### config.mk
export PLATFORM = sky130hd
export DESIGN_NAME = fir_out_decim
export DESIGN_NICKNAME = d
export VERILOG_FILES = /design/src/rtl/fir_pkg.sv /design/src/rtl/fir_sync_fifo.sv /design/src/rtl/fir_out_decim.sv
export SDC_FILE = /design/constraint.sdc
export NUM_CORES = 1
export LEC_CHECK = 0
export BUFFER_PORTS_ARGS = -buffer_cell sky130_fd_sc_hd__buf_4
export CORE_MARGIN = 2
export CORE_UTILIZATION = 53
export CTS_CLUSTER_DIAMETER = 120
export DETAILED_ROUTE_END_ITERATION = 6
export PLACE_DENSITY = 0.82
export SETUP_SLACK_MARGIN = 0.02
export SYNTH_ARGS = -nofsm -noshare
export SYNTH_HDL_FRONTEND = slang
export SYNTH_SLANG_ARGS = --single-unit
export TNS_END_PERCENT = 20
### constraint.sdc
create_clock -name clk -period 4.8 [get_ports clk]
set_input_delay 0.96 -clock clk [delete_from_list [all_inputs] [get_ports clk]]
set_output_delay 0.96 -clock clk [all_outputs]
set_load 0.03 [all_outputs]
### src/rtl/fir_pkg.sv
// ----------------------------------------------------------------------------
// fir_pkg
//   Shared definitions for the FIR datapath stages.
//   - DIN_W / DOUT_W : FIR output width and requantised output width.
//   - SAT_MAX        : saturation ceiling of the requantised word.
//   - rq_t           : requantised word plus its saturation flag.
//   - round_shift_sat: round-to-nearest, right shift, saturate to DOUT_W.
// ----------------------------------------------------------------------------
package fir_pkg;

   localparam int DIN_W  = 16;
   localparam int DOUT_W = 8;

   // Ceiling expressed in the DIN_W+1 bit intermediate domain.
   localparam logic [DIN_W:0] SAT_MAX = (DIN_W+1)'((1 << DOUT_W) - 1);

   typedef struct packed {
      logic              sat;
      logic [DOUT_W-1:0] data;
   } rq_t;

   // The sum is formed one bit wider than the input so that adding the
   // rounding constant to a near-full-scale sample can never wrap.
   function automatic rq_t round_shift_sat(input logic [DIN_W-1:0] x,
                                           input int               shift);
      logic [DIN_W:0] sum;
      logic [DIN_W:0] r;
      rq_t            res;
      sum = {1'b0, x} + ((DIN_W+1)'(1) << (shift - 1));
      r   = sum >> shift;
      if (r > SAT_MAX) begin
         res.sat  = 1'b1;
         res.data = '1;
      end else begin
         res.sat  = 1'b0;
         res.data = r[DOUT_W-1:0];
      end
      return res;
   endfunction

endpackage

### src/rtl/fir_sync_fifo.sv
// ----------------------------------------------------------------------------
// fir_sync_fifo
//   Single-clock first-word-fall-through FIFO with registered storage.
//   Ports:
//     clk, rst_n      : clock, asynchronous active-low reset
//     wr_en_i, wr_data_i : write request and data (dropped when full unless
//                          a read happens on the same edge)
//     rd_en_i         : consumer ready; a read happens when rd_en_i & valid_o
//     rd_data_o       : head word (meaningful while valid_o=1)
//     valid_o         : FIFO not empty
//     full_o          : FIFO holds DEPTH words
//     level_o         : occupancy 0..DEPTH
//   Handshake: a word transfers on a rising edge where valid_o=1 and
//   rd_en_i=1; rd_data_o is stable while valid_o=1 and rd_en_i=0.
// ----------------------------------------------------------------------------
module fir_sync_fifo #(
   parameter int WIDTH = 8,
   parameter int DEPTH = 4
) (
   input  logic                       clk,
   input  logic                       rst_n,
   input  logic                       wr_en_i,
   input  logic [WIDTH-1:0]           wr_data_i,
   input  logic                       rd_en_i,
   output logic [WIDTH-1:0]           rd_data_o,
   output logic                       valid_o,
   output logic                       full_o,
   output logic [$clog2(DEPTH):0]     level_o
);

   localparam int AW = $clog2(DEPTH);
   localparam int LW = AW + 1;

   logic [WIDTH-1:0] mem_q [DEPTH];
   logic [AW-1:0]    wptr_q, wptr_d;
   logic [AW-1:0]    rptr_q, rptr_d;
   logic [LW-1:0]    level_q, level_d;
   logic             empty;
   logic             do_rd;
   logic             do_wr;

   assign empty  = (level_q == '0);
   assign full_o = (level_q == LW'(DEPTH));

   // A write into a full FIFO is still legal when the head is read on the
   // same edge: the slot being freed is the one being written.
   assign do_rd = rd_en_i & ~empty;
   assign do_wr = wr_en_i & (~full_o | do_rd);

   always_comb begin
      wptr_d  = wptr_q;
      rptr_d  = rptr_q;
      level_d = level_q;
      if (do_wr) wptr_d = wptr_q + AW'(1);
      if (do_rd) rptr_d = rptr_q + AW'(1);
      case ({do_wr, do_rd})
         2'b10:   level_d = level_q + LW'(1);
         2'b01:   level_d = level_q - LW'(1);
         default: level_d = level_q;
      endcase
   end

   always_ff @(posedge clk or negedge rst_n) begin
      if (!rst_n) begin
         wptr_q  <= '0;
         rptr_q  <= '0;
         level_q <= '0;
         for (int i = 0; i < DEPTH; i++) mem_q[i] <= '0;
      end else begin
         wptr_q  <= wptr_d;
         rptr_q  <= rptr_d;
         level_q <= level_d;
         if (do_wr) mem_q[wptr_q] <= wr_data_i;
      end
   end

   assign rd_data_o = mem_q[rptr_q];
   assign valid_o   = ~empty;
   assign level_o   = level_q;

endmodule

### src/rtl/fir_out_decim.sv
// ----------------------------------------------------------------------------
// fir_out_decim
//   Output stage behind the 3-tap FIR: round/shift/saturate each sample to
//   DOUT_W bits, keep 1 of every DECIM accepted samples, buffer kept words in
//   a FWFT FIFO, and keep saturation / overflow statistics.
//   Ports:
//     clk, rst_n    : clock, asynchronous active-low reset
//     yin, yin_en   : FIR sample and its strobe
//     clr_stat      : synchronous clear of ovf_sticky and sat_cnt
//     out_data      : head-of-FIFO sample
//     out_valid     : FIFO not empty
//     out_ready     : consumer accepts out_data when out_valid & out_ready
//     fifo_level    : FIFO occupancy 0..DEPTH
//     ovf_sticky    : a kept sample was dropped because the FIFO was full
//     sat_cnt       : saturated kept samples, saturating at 255
//   Latency: a kept sample accepted on edge k is visible on out_data after
//   edge k+1.
// ----------------------------------------------------------------------------
module fir_out_decim
   import fir_pkg::*;
#(
   parameter int DIN_W  = fir_pkg::DIN_W,
   parameter int DOUT_W = fir_pkg::DOUT_W,
   parameter int SHIFT  = 4,
   parameter int DECIM  = 2,
   parameter int DEPTH  = 4
) (
   input  logic                   clk,
   input  logic                   rst_n,
   input  logic [DIN_W-1:0]       yin,
   input  logic                   yin_en,
   input  logic                   clr_stat,
   output logic [DOUT_W-1:0]      out_data,
   output logic                   out_valid,
   input  logic                   out_ready,
   output logic [$clog2(DEPTH):0] fifo_level,
   output logic                   ovf_sticky,
   output logic [7:0]             sat_cnt
);

   localparam int PH_W = (DECIM > 1) ? $clog2(DECIM) : 1;

   rq_t               rq;
   logic              keep;
   logic [PH_W-1:0]   phase_q, phase_d;
   logic              s1_vld_q, s1_vld_d;
   logic [DOUT_W-1:0] s1_data_q, s1_data_d;
   logic              s1_sat_q, s1_sat_d;
   logic              ovf_q, ovf_d;
   logic [7:0]        sat_cnt_q, sat_cnt_d;
   logic              fifo_full;

   assign rq   = round_shift_sat(yin, SHIFT);
   assign keep = (phase_q == '0);

   // Stage 1: requantise and decide keep; stage-1 valid already means
   // "valid and kept", so discarded samples never reach the FIFO or stats.
   always_comb begin
      phase_d   = phase_q;
      s1_vld_d  = yin_en & keep;
      s1_data_d = s1_data_q;
      s1_sat_d  = s1_sat_q;
      if (yin_en) begin
         s1_data_d = rq.data;
         s1_sat_d  = rq.sat;
         phase_d   = (phase_q == PH_W'(DECIM - 1)) ? '0 : phase_q + PH_W'(1);
      end
   end

   // Statistics: clear wins over any coincident set/increment.
   always_comb begin
      ovf_d     = ovf_q;
      sat_cnt_d = sat_cnt_q;
      if (clr_stat) begin
         ovf_d     = 1'b0;
         sat_cnt_d = '0;
      end else begin
         if (s1_vld_q && fifo_full && !(out_valid && out_ready)) ovf_d = 1'b1;
         if (s1_vld_q && s1_sat_q && (sat_cnt_q != 8'hFF))
            sat_cnt_d = sat_cnt_q + 8'd1;
      end
   end

   always_ff @(posedge clk or negedge rst_n) begin
      if (!rst_n) begin
         phase_q   <= '0;
         s1_vld_q  <= 1'b0;
         s1_data_q <= '0;
         s1_sat_q  <= 1'b0;
         ovf_q     <= 1'b0;
         sat_cnt_q <= '0;
      end else begin
         phase_q   <= phase_d;
         s1_vld_q  <= s1_vld_d;
         s1_data_q <= s1_data_d;
         s1_sat_q  <= s1_sat_d;
         ovf_q     <= ovf_d;
         sat_cnt_q <= sat_cnt_d;
      end
   end

   fir_sync_fifo #(
      .WIDTH (DOUT_W),
      .DEPTH (DEPTH)
   ) u_fifo (
      .clk       (clk),
      .rst_n     (rst_n),
      .wr_en_i   (s1_vld_q),
      .wr_data_i (s1_data_q),
      .rd_en_i   (out_ready),
      .rd_data_o (out_data),
      .valid_o   (out_valid),
      .full_o    (fifo_full),
      .level_o   (fifo_level)
   );

   assign ovf_sticky = ovf_q;
   assign sat_cnt    = sat_cnt_q;

endmodule

==> results_dict.tcl, run 1 <==
set metrics [dict create \
    ys_warn_count 0 \
    crit_chain "mux4_2 -> buf_4" \
    routed_wirelength_um 5046 \
    setup_tns_ns 0 \
    gp_congestion 0.7795 \
    total_power_uw 1843 \
    synth.distinct_cells 40 \
    grt_max_degree 60 \
    post_cts_buffers 0 \
    worst_ep_arrival_time_ns 1.86 \
    path_max_fanout 10 \
    syn_to_final_growth_pct 18.68 \
    yosys-top-cells-area "dfrtp_1 52%, mux2_2 11%, mux4_2 6.3%" \
    clk_pin_slew_ns 0.06 \
    cts_tree "done" \
    vias_per_cell 5.404 \
    finalHoldViolations 0 \
    worst_pin_slew_ns 1.007 \
    fp.dieW_um 77.21 \
    h-tree-depth 3 \
    antenna_left 0 \
    rsz0062_at_grt "false" \
    portBuffers 38 \
    dpl_worst_slack_ns 1.860 \
    track_usage_pct 19.24 \
    diodes 0 \
    fin_nets 288 \
    syn_avg_cell_area_um2 13.21 \
    route.detailed.drc 0 \
    endpoint_kind "output port" \
    peakVddDrop_v 0.0002484 \
    start_util_pct 55.26 \
    slew_violations 0 \
    post-synth-top-area-cell "dfrtp_1" \
    stdcell_area_um2 3371 \
    cts_root_buffer "clkbuf_8" \
    syn_inst 215 \
    switchingPower_uw 628.8 \
    grt_pass1_vias 1868 \
    hold_path.class "reg2reg" \
    core_region_area_um2 5140 \
    finalSetupViolCount 0 \
    pwr-share-clk_pct 23.1 \
    insertion_delay_ns 0.33 \
    critPathRequiredTime_ns 3.84 \
    dp_hpwl_um 3519 \
    ys_seq_elements 59 \
    antenna_found_initial 0 \
    power_density_nw_per_um2 546.9 \
    syn-cell-area_um2 2840 \
    fmax_mhz 354.6 \
    cts_resized 0 \
    placed_area_um2 3179 \
    relSlewSlack_pct 32.72 \
    setup_slack_ns 1.980 \
    power.leakage_uw 0.001361 \
    clockBufferDepth 2 \
    grt_first_pass_wirelength_um 8832 \
    sequentialPowerShare_pct 42.1 \
    via_count 1805 \
    internal_power_uw 1215 \
    clock_skew_ns 0.006689 \
    synth_top_area_share_pct 51.98 \
    status "finished, final reports clean" \
    gr-total-overflow 0 \
    initialDrtViolationCount 42 \
    drv_cap 0 \
    fillers 405 \
    fin_crit_ns 2.820 \
    startpoint_type "register" \
    combPwrFrac_pct 34.9 \
    numClockSinks 59 \
    ys_seq_area_share_pct 51.98 \
    critPathMaxStageDelay_ns 0.73 \
    first_pass_iters 4 \
    crit_slowest_cell "dfrtp_1" \
    swShare_pct 34.11 \
    dieArea_um2 5961 \
    fp.dieH_um 77.21 \
    path_class "reg2out" \
    num_io_pins 42 \
    period_share_pct 58.76 \
    hold_buffers 0 \
    drive_gt1_share_pct 39.39 \
    syn_nets 244 \
    cts_made_buffers 9 \
    wl_per_cell_um 15.11 \
    num_rows 26 \
]
[power by group through the flow]
stage / Sequential, µW / Combinational (µW) / Clock, µW
finish: 775 / 643 / 425
global placement: 772 / 632 / 0
global route: 799 / 693 / 458
detailed placement: 785 / 649 / 0
floorplan: 751 / 488 / 0
CTS: 777 / 652 / 432
[synth_stat cells, drive strengths merged]
cell	n
dfrtp	59
nor4	1
and2	2
o21ai	3
nand4	3
mux2	32
a21oi	12
clkbuf	2
a41o	1
nand3	5
ha	7
mux2i	3
xnor2	8
fa	1
nor4b	2
nand4b	1
nor3	1
or3	3
buf	3
inv	9
nor2	21
nor2b	2
and4	1
nand2	12
a31o	1
o211ai	1
o2111ai	1
nand2b	1
xor2	9
mux4	8
[critical path: cells and delay by family, from the launching register on]
family	cells	cell delay (ns)
buf+inv	1	0.19
flops	1	0.73
mux	1	0.61
[stage by stage]
| step | hold WS (ns) | utilization (%) | std cells |
|---|---|---|---|
| after floorplan | 0.4224 | - | 215 |
| after global placement | 0.4344 | 61.85 | 318 |
| after detailed placement | 0.4646 | 61.85 | 318 |
| after CTS | 0.4749 | 65.58 | 334 |
| after global routing | 0.4799 | 65.58 | 334 |
| final | 0.4696 | 65.58 | 334 |
[cells by family (layout without fill, tap and decap cells)]
kind of cell             after synthesis  in the layout  share of synthesized area (%)
AND/OR/NAND/NOR                       55             55                          12.29
AO/OA/AOI/OAI                         19             19                          4.097
XOR/XNOR                              17             17                          5.243
multiplexers                          43             43                          20.22
buffers and inverters                 14             63                          2.378
flip-flops                            59             59                          51.98
adder cells (fa/ha/maj)                8              8                          3.788
[layout by cell type, fill, tap and decap left out, drive strengths merged, types with 5 or more instances in the layout]
cell     n
a21oi   12
nor2    21
buf     38
xnor2    8
clkbuf  15
mux2    32
nand2   12
xor2     9
dfrtp   59
mux4     8
inv      9
nand3    5
ha       7
[registers in the layout (all words and copies together) (netlist names)]
name,cells
u_fifo.rptr_q,2
u_fifo.level_o,3
s1_sat_q,1
sat_cnt,8
s1_vld_q,1
s1_data_q,8
ovf_sticky,1
u_fifo.mem_q,32
u_fifo.wptr_q,2
phase_q,1
[final cells by class]
cell class / count / area [µm²] / share of cell area, %
clock buffers: 15 / 186.4 / 5.531
multi-input cells: 142 / 1296 / 38.46
clock inverters: 1 / 5.005 / 0.1485
flip-flops and latches: 59 / 1476 / 43.80
repair buffers: 38 / 285.3 / 8.463
inverters: 9 / 33.78 / 1.002
well taps: 70 / 87.58 / 2.598
[path summary, 6_finish.rpt]
| check | start | endpoint | slack [ns] | cells past startpoint |
|---|---|---|---|---|
| hold reg to reg | phase_q$_DFFE_PN0P_ | s1_vld_q$_DFF_PN0_ | 0.47 | 1 |
| setup reg to reg | u_fifo.level_o[2]$_DFFE_PN0P_ | u_fifo.level_o[2]$_DFFE_PN0P_ | 2.37 | 9 |
| setup / recovery | u_fifo.rptr_q[0]$_DFFE_PN0P_ | out_data[3] | 1.98 | 2 |
| hold / removal | phase_q$_DFFE_PN0P_ | s1_vld_q$_DFF_PN0_ | 0.47 | 1 |
| max in group asynchronous | rst_n | u_fifo.mem_q[21]$_DFFE_PN0P_ | 3.63 | 1 |
| min in group asynchronous | rst_n | u_fifo.mem_q[26]$_DFFE_PN0P_ | 0.69 | 1 |
[layer usage]
layer	track usage [%]	wire length, µm	up-vias
met2	31.39	2563	38
met4	9.643	107	0
li1	-	-	845
met5	0	0	-
met3	3.176	132	9
met1	24.96	2242	913
Power figures use the tool's default switching activity.
==> inputs of run 2 (changes only) <==
--- a/config.mk
+++ b/config.mk
@@ -7,7 +7,7 @@
 export LEC_CHECK = 0
 export BUFFER_PORTS_ARGS = -buffer_cell sky130_fd_sc_hd__buf_4
 export CORE_MARGIN = 2
-export CORE_UTILIZATION = 53
+export CORE_UTILIZATION = 51
 export CTS_CLUSTER_DIAMETER = 120
 export DETAILED_ROUTE_END_ITERATION = 6
 export PLACE_DENSITY = 0.82
==> constraint.sdc (replaced) <==
create_clock -name clk -period 2.3 [get_ports clk]
set_input_delay 0.46 -clock clk [delete_from_list [all_inputs] [get_ports clk]]
set_output_delay 0.46 -clock clk [all_outputs]
set_load 0.03 [all_outputs]
==> results_dict.tcl, run 2 (synthesized netlist as in run 1, its figures left out) <==
set metrics [dict create \
    initialDrtViolationCount 78 \
    status "finished, final reports clean" \
    cts_tree "done" \
    drv_cap 0 \
    internal_power_uw 2662 \
    start_util_pct 52.22 \
    fp.dieW_um 78.63 \
    finalHoldViolations 0 \
    clockBufferDepth 2 \
    path_class "reg2reg" \
    setup_tns_ns 0 \
    fmax_mhz 477.9 \
    fin_nets 291 \
    gp_congestion 0.7221 \
    crit_chain "nor4b_2 -> nor2b_1 -> inv_1 -> ha_1 -> inv_1 -> fa_1 -> xor2_1 -> nor2_1 -> xor2_1" \
    antenna_found_initial 0 \
    crit_slowest_cell "dfrtp_1" \
    critPathTopFamily "adder cells" \
    hold_path.class "in2async" \
    numClockSinks 59 \
    post_cts_buffers 0 \
    hold_buffers 0 \
    vias_per_cell 5.236 \
    pwr-share-clk_pct 25.0 \
    h-tree-depth 3 \
    combPwrFrac_pct 36.0 \
    cts_resized 0 \
    sequentialPowerShare_pct 39.0 \
    finalSetupViolCount 0 \
    clk_pin_slew_ns 0.07 \
    mostFrequentLayoutCell "dfrtp_1" \
    dieArea_um2 6182 \
    cts_root_buffer "clkbuf_8" \
    critPathMaxStageDelay_ns 0.43 \
    core_region_area_um2 5439 \
    largest_reg_flops 32 \
    switchingPower_uw 1348 \
    period_share_pct 90.98 \
    critPathRequiredTime_ns 2.56 \
    grt_max_degree 60 \
    cts_made_buffers 9 \
    num_rows 27 \
    dpl_worst_slack_ns 0.08560 \
    track_usage_pct 18.16 \
    diodes 0 \
    relSlewSlack_pct 51.71 \
    dp_hpwl_um 3418 \
    worst_pin_slew_ns 0.7244 \
    antenna_left 0 \
    setup_slack_ns 0.2075 \
    fin_crit_ns 2.092 \
    route.detailed.drc 0 \
    routed_wirelength_um 4952 \
    endpoint_kind "register" \
    worst_ep_arrival_time_ns 2.35 \
    syn_to_final_growth_pct 20.18 \
    drive_gt1_share_pct 40.07 \
    rsz0062_at_grt "false" \
    num_io_pins 42 \
    cp_num_buf_inv 2 \
    fp.dieH_um 78.63 \
    insertion_delay_ns 0.33 \
    clock_skew_ns 0.007228 \
    via_count 1775 \
    layout_common_cells "59 x dfrtp_1, 41 x buf_4, 28 x mux2_2" \
    path_max_fanout 5 \
    portBuffers 38 \
    wl_per_cell_um 14.61 \
    peakVddDrop_v 0.0007052 \
    layoutNonFillerInstCount 339 \
    first_pass_iters 4 \
    grt_first_pass_wirelength_um 8445 \
    power_density_nw_per_um2 1175 \
    power.leakage_uw 0.001380 \
    gr-total-overflow 0 \
    grt_pass1_vias 1752 \
    startpoint_type "register" \
    placed_cells 323 \
    fin_util_pct 62.76 \
    swShare_pct 33.62 \
    slew_violations 0 \
    largest_register "u_fifo.mem_q" \
]
==> run 2: final timing paths <==
kind	startpoint	endpoint	slack, ns	depth (start not counted)
worst max-delay path	u_fifo.level_o[0]$_DFFE_PN0P_	u_fifo.level_o[2]$_DFFE_PN0P_	0.21	9
worst min-delay path	rst_n	sat_cnt[7]$_DFFE_PN0P_	0.18	1
worst max register to register	u_fifo.level_o[0]$_DFFE_PN0P_	u_fifo.level_o[2]$_DFFE_PN0P_	0.21	9
worst min register to register	phase_q$_DFFE_PN0P_	s1_vld_q$_DFF_PN0_	0.46	1
max in group asynchronous	rst_n	u_fifo.mem_q[0]$_DFFE_PN0P_	1.64	1
min in group clk	clr_stat	sat_cnt[7]$_DFFE_PN0P_	0.35	2
==> run 2: power by group through the flow <==
stage	Clock, µW	Sequential (µW)	Combinational, µW
final	1000	1560	1440
after global routing	1070	1600	1570
after CTS	1020	1560	1470
after detailed placement	0	1570	1460
after global placement	0	1560	1410
after floorplan	0	1570	1020
==> run 2: per-layer routing <==
layer,wire length (µm),track usage (%),share of wire [%]
met5,0,0,0
met2,2470,29.32,50
met1,2208,23.52,45
met3,186,4.943,3.8
met4,85,6.842,1.7
==> run 2: area by class of cell <==
type                    count  area (µm²)
multi-input cells         142        1296
fillers                   413        2026
well taps                  72       90.09
flip-flops and latches     59        1476
inverters                   9       33.78
repair buffers             41       307.8
clock buffers              11       131.4
clock inverters             5       77.57
==> run 2: per-stage QoR <==
stage	total power, µW	instance area (µm²)	hold WS (ns)
6_report	4010	3413	0.1787
5_1_grt	4244	3413	0.2253
4_1_cts	4052	3413	0.2023
3_5_place_dp	3032	3204	0.4466
3_3_place_gp	2966	3204	0.4446
2_1_floorplan	2584	2840	0.1644
==> inputs of run 3 (changes only) <==
--- a/config.mk
+++ b/config.mk
@@ -8,6 +8,7 @@
 export BUFFER_PORTS_ARGS = -buffer_cell sky130_fd_sc_hd__buf_4
 export CORE_MARGIN = 2
 export CORE_UTILIZATION = 51
+export CTS_BUF_LIST = sky130_fd_sc_hd__clkbuf_16
 export CTS_CLUSTER_DIAMETER = 120
 export DETAILED_ROUTE_END_ITERATION = 6
 export PLACE_DENSITY = 0.82
==> results_dict.tcl, run 3 (synthesized netlist as in run 1, its figures left out) <==
set metrics [dict create \
    rr_endpoint "u_fifo.level_o[2]$_DFFE_PN0P_" \
    clock_skew_ns 0.005902 \
    cts_resized 0 \
    startpoint_type "register" \
    peakVddDrop_v 0.0005772 \
    finalSetupViolCount 0 \
    route.detailed.drc 0 \
    relSlewSlack_pct 51.32 \
    cts_root_buffer "clkbuf_16" \
    r2r_cells 9 \
    gp_congestion 0.7221 \
    period_share_pct 92.45 \
    internal_power_uw 2992 \
    fin_crit_ns 2.126 \
    dp_hpwl_um 3418 \
    initialDrtViolationCount 55 \
    setup_tns_ns 0 \
    fmax_mhz 470.3 \
    clockBufferDepth 2 \
    power_density_nw_per_um2 1259 \
    seq_area_um2 1476 \
    syn_to_final_growth_pct 23.74 \
    worst_ep_arrival_time_ns 2.37 \
    swShare_pct 32.37 \
    first_pass_iters 6 \
    antenna_found_initial 0 \
    wl_per_cell_um 15.63 \
    num_rows 27 \
    hold_path.class "in2async" \
    via_count 1802 \
    drv_cap 0 \
    switchingPower_uw 1433 \
    grt_max_degree 60 \
    fp.dieH_um 78.63 \
    combPwrFrac_pct 33.0 \
    cts_made_buffers 9 \
    hold_buffers 0 \
    layout_common_cells "59 x dfrtp_1, 41 x buf_4, 28 x mux2_2" \
    reg2reg_slack_ns 0.17 \
    dieArea_um2 6182 \
    num_io_pins 42 \
    diodes 0 \
    endpoint_kind "register" \
    grt_pass1_vias 1830 \
    path_class "reg2reg" \
    path_max_fanout 5 \
    fin_nets 291 \
    vias_per_cell 5.316 \
    fillers 396 \
    critPathRequiredTime_ns 2.54 \
    status "finished, final reports clean" \
    worst_pin_slew_ns 0.7302 \
    multi_input_area_um2 1296 \
    antenna_left 0 \
    core_region_area_um2 5439 \
    largest_reg_flops 32 \
    largest_register "u_fifo.mem_q" \
    gr-total-overflow 0 \
    insertion_delay_ns 0.32 \
    h-tree-depth 3 \
    numClockSinks 59 \
    clk_pin_slew_ns 0.05 \
    track_usage_pct 19.84 \
    sequentialPowerShare_pct 35.7 \
    power.leakage_uw 0.001434 \
    finalHoldViolations 0 \
    slew_violations 0 \
    routed_wirelength_um 5299 \
    drive_gt1_share_pct 40.07 \
    rsz0062_at_grt "false" \
    mostFrequentLayoutCell "dfrtp_1" \
    portBuffers 38 \
    post_cts_buffers 0 \
    cts_tree "done" \
    total_power_uw 4425 \
    timing.rr.start "u_fifo.level_o[0]$_DFFE_PN0P_" \
    fp.dieW_um 78.63 \
    grt_first_pass_wirelength_um 8983 \
    start_util_pct 52.22 \
    pwr-share-clk_pct 31.3 \
]
-- run 3: changes by cell type in the layout (fill, tap and decap cells not counted) --
cell | before | now
clkbuf_1 | 2 | 0
inv_1 | 9 | 11
clkbuf_16 | 0 | 9
clkbuf_8 | 9 | 0
-- run 3: how the worst max path moves through the flow --
| stage | from | end | slack (ns) | cells after the start |
|---|---|---|---|---|
| floorplan | u_fifo.level_o[0]$_DFFE_PN0P_ | u_fifo.level_o[2]$_DFFE_PN0P_ | 0.10 | 8 |
| global placement | out_ready | u_fifo.level_o[2]$_DFFE_PN0P_ | 0.24 | 10 |
| detailed placement | out_ready | u_fifo.level_o[2]$_DFFE_PN0P_ | 0.09 | 10 |
| CTS | u_fifo.level_o[0]$_DFFE_PN0P_ | u_fifo.level_o[2]$_DFFE_PN0P_ | 0.16 | 9 |
| global route | u_fifo.level_o[1]$_DFFE_PN0P_ | u_fifo.level_o[2]$_DFFE_PN0P_ | 0.09 | 9 |
| finish | u_fifo.level_o[0]$_DFFE_PN0P_ | u_fifo.level_o[2]$_DFFE_PN0P_ | 0.17 | 9 |
-- run 3: per-stage QoR --
stage / utilization, % / worst slack, ns / hold slack [ns] / instance area, µm² / instances
global route: 64.62 / 0.08689 / 0.2552 / 3515 / 339
CTS: 64.62 / 0.1558 / 0.2183 / 3515 / 339
global placement: 58.91 / 0.2391 / 0.4446 / 3204 / 323
detailed placement: 58.91 / 0.08560 / 0.4466 / 3204 / 323
floorplan: - / 0.1047 / 0.1644 / 2840 / 215
finish: 64.62 / 0.1737 / 0.1869 / 3515 / 339
-- run 3: final cells by class --
type / instances / share of cell area [%]
sequential: 59 / 42.01
multi-input combinational: 142 / 36.88
timing repair buffer: 41 / 8.758
clock buffer: 9 / 6.408
tap: 72 / 2.563
clock inverter: 7 / 2.421
inverter: 9 / 0.9612
-- run 3: worst max-delay path, cell delays in order, from the launching register on --
cell	delay, ns
dfrtp_1	0.43
nor4b_2	0.33
nor2b_1	0.10
inv_1	0.07
ha_1	0.19
inv_1	0.07
fa_1	0.39
xor2_1	0.17
nor2_1	0.14
xor2_1	0.16
-- run 3: per-layer routing --
layer  GRT usage (%)  routed length (µm)  vias to the layer above
met5               0                   0                        -
li1                -                   -                      858
met4           9.649                 103                        0
met2           31.71                2737                       31
met3           5.632                 205                        8
met1           24.84                2253                      905
-- run 3: power groups by stage --
stage                     combinational (µW)  sequential [µW]  clock [µW]
after floorplan                         1020             1570           0
after global placement                  1410             1560           0
after detailed placement                1460             1570           0
after CTS                               1480             1580        1400
after global routing                    1580             1610        1460
final                                   1460             1580        1390
